[src/rtl/vote_count_bank.sv]
// Bank of per-class vote counters (inc / set / clear, saturate or wrap, sticky
// overflow) with a LAT-stage read pipeline and a registered argmax output.
module vote_count_bank #(
  parameter int WIDTH    = 13,
  parameter int NUM_CH   = 8,
  parameter int LAT      = 2,
  parameter int SATURATE = 1,
  localparam int CH_W    = (NUM_CH > 1) ? $clog2(NUM_CH) : 1
) (
  input  logic              clk,
  input  logic              rst_n,
  input  logic              inc_vld,
  input  logic [CH_W-1:0]   inc_ch,
  input  logic [WIDTH-1:0]  inc_amt,
  input  logic              set_vld,
  input  logic [CH_W-1:0]   set_ch,
  input  logic [WIDTH-1:0]  set_val,
  input  logic              clear_all,
  input  logic              rd_vld,
  input  logic [CH_W-1:0]   rd_ch,
  output logic [WIDTH-1:0]  rd_data,
  output logic              rd_data_vld,
  output logic [NUM_CH-1:0] ovf,
  output logic [CH_W-1:0]   max_ch,
  output logic [WIDTH-1:0]  max_val
);

  logic [WIDTH-1:0] w_cnt [NUM_CH];
  logic [WIDTH-1:0] w_rd_data;
  logic [CH_W-1:0]  w_max_ch;
  logic [WIDTH-1:0] w_max_val;
  logic [WIDTH-1:0] r_pipe_data [LAT];
  logic [LAT-1:0]   r_pipe_vld;
  logic [CH_W-1:0]  r_max_ch;
  logic [WIDTH-1:0] r_max_val;

  for (genvar g = 0; g < NUM_CH; g++) begin : g_ch
    logic [WIDTH-1:0] r_cnt;
    logic             r_ovf;
    logic [WIDTH:0]   w_sum;
    logic             w_set_hit;
    logic             w_inc_hit;

    assign w_set_hit = set_vld && (set_ch == CH_W'(g));
    assign w_inc_hit = inc_vld && (inc_ch == CH_W'(g));
    assign w_sum     = {1'b0, r_cnt} + {1'b0, inc_amt};

    // A set on this channel overrides a same-cycle increment to it.
    always_ff @(posedge clk) begin
      if (!rst_n || clear_all) begin
        r_cnt <= '0;
        r_ovf <= 1'b0;
      end else if (w_set_hit) begin
        r_cnt <= set_val;
        r_ovf <= 1'b0;
      end else if (w_inc_hit) begin
        if (w_sum[WIDTH]) begin
          r_cnt <= (SATURATE != 0) ? {WIDTH{1'b1}} : w_sum[WIDTH-1:0];
          r_ovf <= 1'b1;
        end else begin
          r_cnt <= w_sum[WIDTH-1:0];
        end
      end
    end

    assign w_cnt[g] = r_cnt;
    assign ovf[g]   = r_ovf;
  end

  // Out-of-range channels fall through to zero.
  always_comb begin
    w_rd_data = '0;
    for (int i = 0; i < NUM_CH; i++) begin
      if (rd_ch == CH_W'(i)) w_rd_data = w_cnt[i];
    end
  end

  // Strict greater-than keeps the lowest index on ties.
  always_comb begin
    w_max_ch  = '0;
    w_max_val = w_cnt[0];
    for (int i = 1; i < NUM_CH; i++) begin
      if (w_cnt[i] > w_max_val) begin
        w_max_ch  = CH_W'(i);
        w_max_val = w_cnt[i];
      end
    end
  end

  // Data stages only advance with a valid entry, so the output holds its last value.
  always_ff @(posedge clk) begin
    if (!rst_n) begin
      r_pipe_vld <= '0;
      for (int k = 0; k < LAT; k++) r_pipe_data[k] <= '0;
    end else begin
      r_pipe_vld[0] <= rd_vld;
      if (rd_vld) r_pipe_data[0] <= w_rd_data;
      for (int k = 1; k < LAT; k++) begin
        r_pipe_vld[k] <= r_pipe_vld[k-1];
        if (r_pipe_vld[k-1]) r_pipe_data[k] <= r_pipe_data[k-1];
      end
    end
  end

  always_ff @(posedge clk) begin
    if (!rst_n) begin
      r_max_ch  <= '0;
      r_max_val <= '0;
    end else begin
      r_max_ch  <= w_max_ch;
      r_max_val <= w_max_val;
    end
  end

  assign rd_data     = r_pipe_data[LAT-1];
  assign rd_data_vld = r_pipe_vld[LAT-1];
  assign max_ch      = r_max_ch;
  assign max_val     = r_max_val;

endmodule

[config.mk]
export PLATFORM = sky130hd
export DESIGN_NAME = vote_count_bank
export DESIGN_NICKNAME = d
export VERILOG_FILES = /design/src/rtl/vote_count_bank.sv
export SDC_FILE = /design/constraint.sdc
export NUM_CORES = 1
export LEC_CHECK = 0
export BUFFER_PORTS_ARGS = -buffer_cell sky130_fd_sc_hd__buf_2
export CORE_MARGIN = 3
export CORE_UTILIZATION = 55
export CTS_BUF_LIST = sky130_fd_sc_hd__clkbuf_4 sky130_fd_sc_hd__clkbuf_8
export DETAILED_ROUTE_END_ITERATION = 10
export PLACE_DENSITY = 0.73
export SETUP_SLACK_MARGIN = 0.05
export SLEW_MARGIN = 20
export SYNTH_ARGS = -nofsm -noshare
export SYNTH_HDL_FRONTEND = slang
export SYNTH_SLANG_ARGS = --single-unit
[constraint.sdc]
create_clock -name clk -period 27.8 [get_ports clk]
set_input_delay 2.78 -clock clk [delete_from_list [all_inputs] [get_ports clk]]
set_output_delay 2.78 -clock clk [all_outputs]
set_load 0.03 [all_outputs]
==> impl_metrics.xml <==
<?xml version="1.0" encoding="UTF-8"?>
<metrics>
  <group name="status">
    <metric name="outcome" unit="">complete, no violations</metric>
  </group>
  <group name="final_layout">
    <metric name="final_net_count" unit="">2040</metric>
    <metric name="area_growth" unit="%">6.368</metric>
    <metric name="postLayoutCoreUtil" unit="%">60.61</metric>
    <metric name="post-route-cell-area" unit="sq um">15530</metric>
    <metric name="drive_above_1_share" unit="%">8.871</metric>
  </group>
  <group name="synthesis">
    <metric name="post_synthesis_async_set_or_reset_flop_share" unit="%">0</metric>
    <metric name="synthesis.instances" unit="">1790</metric>
    <metric name="synth_top_cell_area_share" unit="%">17.83</metric>
    <metric name="netlist_top_cells_count" unit="">sky130_fd_sc_hd__a21oi_1, sky130_fd_sc_hd__ha_1, sky130_fd_sc_hd__inv_1, sky130_fd_sc_hd__o21ai_0, sky130_fd_sc_hd__dfxtp_1</metric>
    <metric name="yosysSeqAreaShare" unit="%">23.18</metric>
    <metric name="synthTopCellsByArea" unit="">sky130_fd_sc_hd__dfxtp_1, sky130_fd_sc_hd__ha_1, sky130_fd_sc_hd__a21oi_1, sky130_fd_sc_hd__edfxtp_1, sky130_fd_sc_hd__o21ai_0</metric>
    <metric name="synth_top_area_cell" unit="">sky130_fd_sc_hd__dfxtp_1</metric>
    <metric name="ys.warnings.count" unit="">0</metric>
    <metric name="most_common_cell_in_the_synthesized_netlist" unit="">sky130_fd_sc_hd__a21oi_1</metric>
    <metric name="synth.cell_area" unit="sq um">14600</metric>
    <metric name="synth_edf_count" unit="">26</metric>
    <metric name="ys_ff_latch" unit="">156</metric>
    <metric name="syn_nets" unit="">2028</metric>
    <metric name="synth_cell_types" unit="">73</metric>
    <metric name="synth-main-ff-cell" unit="">sky130_fd_sc_hd__dfxtp_1</metric>
    <metric name="syn-mean-instance-area" unit="sq um">8.155</metric>
  </group>
  <group name="detailed_routing">
    <metric name="drt_pre_antenna_iters" unit="">6</metric>
    <metric name="num_vias" unit="">14340</metric>
    <metric name="drtAntennaViolNets" unit="">0</metric>
    <metric name="wl_per_cell" unit="um">24.71</metric>
    <metric name="finalWirelength" unit="um">53020</metric>
    <metric name="post_drt_via_cell_ratio" unit="">6.684</metric>
    <metric name="detail_route.drc_violations" unit="">0</metric>
    <metric name="drtIter0Drc" unit="">1627</metric>
  </group>
  <group name="die">
    <metric name="dieHeight" unit="um">168.9</metric>
    <metric name="dieWidth" unit="um">168.9</metric>
    <metric name="io-pin-count" unit="">79</metric>
    <metric name="std_cell_rows" unit="">58</metric>
    <metric name="fp.coreArea" unit="sq um">25620</metric>
    <metric name="starting_density_of_the_core" unit="%">56.98</metric>
    <metric name="floorplan.die_area" unit="sq um">28530</metric>
  </group>
  <group name="critical_path">
    <metric name="crit_path_end_kind" unit="">register</metric>
    <metric name="r2r_cells" unit="">85</metric>
    <metric name="timing.critical_path.mode_cell" unit="">sky130_fd_sc_hd__o21a_1</metric>
    <metric name="timing.critical_path.from_type" unit="">register</metric>
    <metric name="critical_path.reg2reg.startpoint" unit="">g_ch[0].r_cnt[4]</metric>
    <metric name="data_required_time_of_the_worst_path" unit="ns">28.20</metric>
    <metric name="critical_path_origin" unit="">g_ch[0].r_cnt[4]</metric>
    <metric name="worst-path-max-fanout" unit="">32</metric>
    <metric name="setup.worst_path.class" unit="">register to register</metric>
    <metric name="critical-path-slowest-cell" unit="">sky130_fd_sc_hd__nor2_2</metric>
    <metric name="cp_data_arrival_time" unit="ns">19.96</metric>
    <metric name="cp_slowest_stage_delay" unit="ns">0.83</metric>
  </group>
  <group name="clock_network">
    <metric name="h-tree-depth" unit="">4</metric>
    <metric name="worstSkewPairLatency" unit="ns">0.50</metric>
    <metric name="cts.path.max_buffers" unit="">2</metric>
    <metric name="cts-buffers-inserted" unit="">17</metric>
    <metric name="clock-sinks" unit="">156</metric>
    <metric name="clkTransAtPathRegs" unit="ns">0.12</metric>
    <metric name="cts_tree" unit="">built</metric>
    <metric name="cell_chosen_for_the_clock_root" unit="">sky130_fd_sc_hd__clkbuf_8</metric>
    <metric name="hold_buffers" unit="">0</metric>
    <metric name="ctsResizeCount" unit="">0</metric>
    <metric name="post-cts-setup-buffer-count" unit="">0</metric>
  </group>
  <group name="sta">
    <metric name="post-route-period-util" unit="%">70.37</metric>
    <metric name="period_needed" unit="ns">19.56</metric>
    <metric name="finalSetupViolCount" unit="">0</metric>
    <metric name="fin_setup_tns" unit="ns">0</metric>
    <metric name="timing.final.hold_violations" unit="">0</metric>
    <metric name="fmax" unit="MHz">51.12</metric>
    <metric name="slew_headroom" unit="%">28.39</metric>
    <metric name="final-max-slew-violation-count" unit="">0</metric>
    <metric name="timing.clock.skew" unit="ns">0.02344</metric>
    <metric name="postLayoutSetupSlackWorst" unit="ns">8.238</metric>
    <metric name="worst-slew-pin-transition" unit="ns">1.070</metric>
    <metric name="rsz_0062_raised_after_global_routing" unit="">false</metric>
  </group>
  <group name="grt">
    <metric name="grtUsageTotal" unit="%">36.60</metric>
    <metric name="grt_max_degree" unit="">95</metric>
    <metric name="grt_pass1_vias" unit="">13470</metric>
    <metric name="grt_pass1_wl" unit="um">80350</metric>
    <metric name="grt_antenna_before_repair" unit="">1</metric>
    <metric name="grt_remaining_overflow" unit="">0</metric>
  </group>
  <group name="min_path">
    <metric name="hold_path_depth" unit="">2</metric>
    <metric name="worstHoldStart" unit="">g_ch[5].r_ovf</metric>
    <metric name="worstHoldPathType" unit="">register to register</metric>
  </group>
  <group name="pwr">
    <metric name="finalPower" unit="uW">1060</metric>
    <metric name="p_leak" unit="uW">0.006563</metric>
    <metric name="peakVddDrop" unit="mV">0.1170</metric>
    <metric name="powerDensity" unit="nW/um^2">68.26</metric>
  </group>
  <group name="placement">
    <metric name="port_buffer_cells" unit="">78</metric>
    <metric name="gp_routability_congestion" unit="">0.9807</metric>
    <metric name="placement.cell_area" unit="sq um">15070</metric>
    <metric name="sum_of_net_half_perimeters_after_detailed_placement" unit="um">39400</metric>
    <metric name="pre_cts_ws" unit="ns">8.808</metric>
  </group>
  <group name="flow_run">
    <metric name="max-cap-violations" unit="">0</metric>
  </group>
</metrics>
-- worst paths after layout --
kind	endpoint	slack, ns
max reg2reg	max_val[4]	8.24
min reg2reg	g_ch[5].r_ovf	0.49
min	g_ch[5].r_ovf	0.49
max	max_val[4]	8.24
-- cell usage in the layout, fill, tap and decap left out, types with 61 or more instances in the layout --
cell type                  instances
sky130_fd_sc_hd__buf_2            78
sky130_fd_sc_hd__o21ai_0         140
sky130_fd_sc_hd__xnor2_1          69
sky130_fd_sc_hd__ha_1            189
sky130_fd_sc_hd__a21oi_1         202
sky130_fd_sc_hd__nand2_1          71
sky130_fd_sc_hd__o221ai_1         69
sky130_fd_sc_hd__nor3_1           61
sky130_fd_sc_hd__dfxtp_1         130
sky130_fd_sc_hd__inv_1           178
-- worst max-delay path, delay by kind of cell (launching register included) --
kind | cells | cell delay [ns]
AO/OA/AOI/OAI | 47 | 9.65
adder cells (fa/ha/maj) | 7 | 1.91
buffers and inverters | 6 | 1.08
flip-flops | 1 | 0.41
multiplexers | 4 | 1.27
AND/OR/NAND/NOR | 21 | 5.12
-- power breakdown --
part | switching (uW) | leakage, uW | internal [uW]
registers | 11.9 | 0.00134 | 245
clock network | 123 | 0.000218 | 72.2
logic | 369 | 0.00501 | 238
total | 504 | 0.00656 | 556
-- state kept, by name (all words and copies together), names as in the netlist --
register / count
r_pipe_vld: 2
max_val: 13
max_ch: 3
r_pipe_data: 26
g_ch.r_cnt: 104
g_ch.r_ovf: 8
-- metal layers --
metal | global-route usage [%] | share of wire (%) | routed length, um
met5 | 0 | 0 | 0
met4 | 23.09 | 7.9 | 4203
met3 | 6.025 | 8.9 | 4715
met2 | 58.28 | 44 | 23160
met1 | 46.19 | 39 | 20940
-- area by class of cell --
type,count,area (sq um)
multi-input cells,1360,10140
clock buffers,17,234.0
flip-flops and latches,156,3383
fillers,2344,10090
well taps,330,412.9
clock inverters,15,211.5
diodes,1,2.502
inverters,178,668.1
repair buffers,89,473.0
-- logic make-up (layout without fill, tap and decap cells) --
| family | Yosys count | in the layout | synth area share, % |
|---|---|---|---|
| muxes | 74 | 74 | 6.197 |
| AOI/OAI and AO/OA | 622 | 622 | 27.23 |
| other | 0 | 1 | 0 |
| xor gates and xnor gates | 82 | 82 | 4.920 |
| buffers and inverters | 274 | 299 | 7.663 |
| adders and majority gates | 197 | 197 | 17.30 |
| and+or+nand+nor | 385 | 385 | 13.52 |
| DFF | 156 | 156 | 23.18 |
-- per-stage QoR --
stage	std cells	hold slack, ns
after floorplan	1790	0.4380
after global placement	2113	0.4630
after detailed placement	2113	0.4712
after CTS	2145	0.4958
after global routing	2146	0.5335
final	2146	0.4941
(Power assumes the default switching activity.)
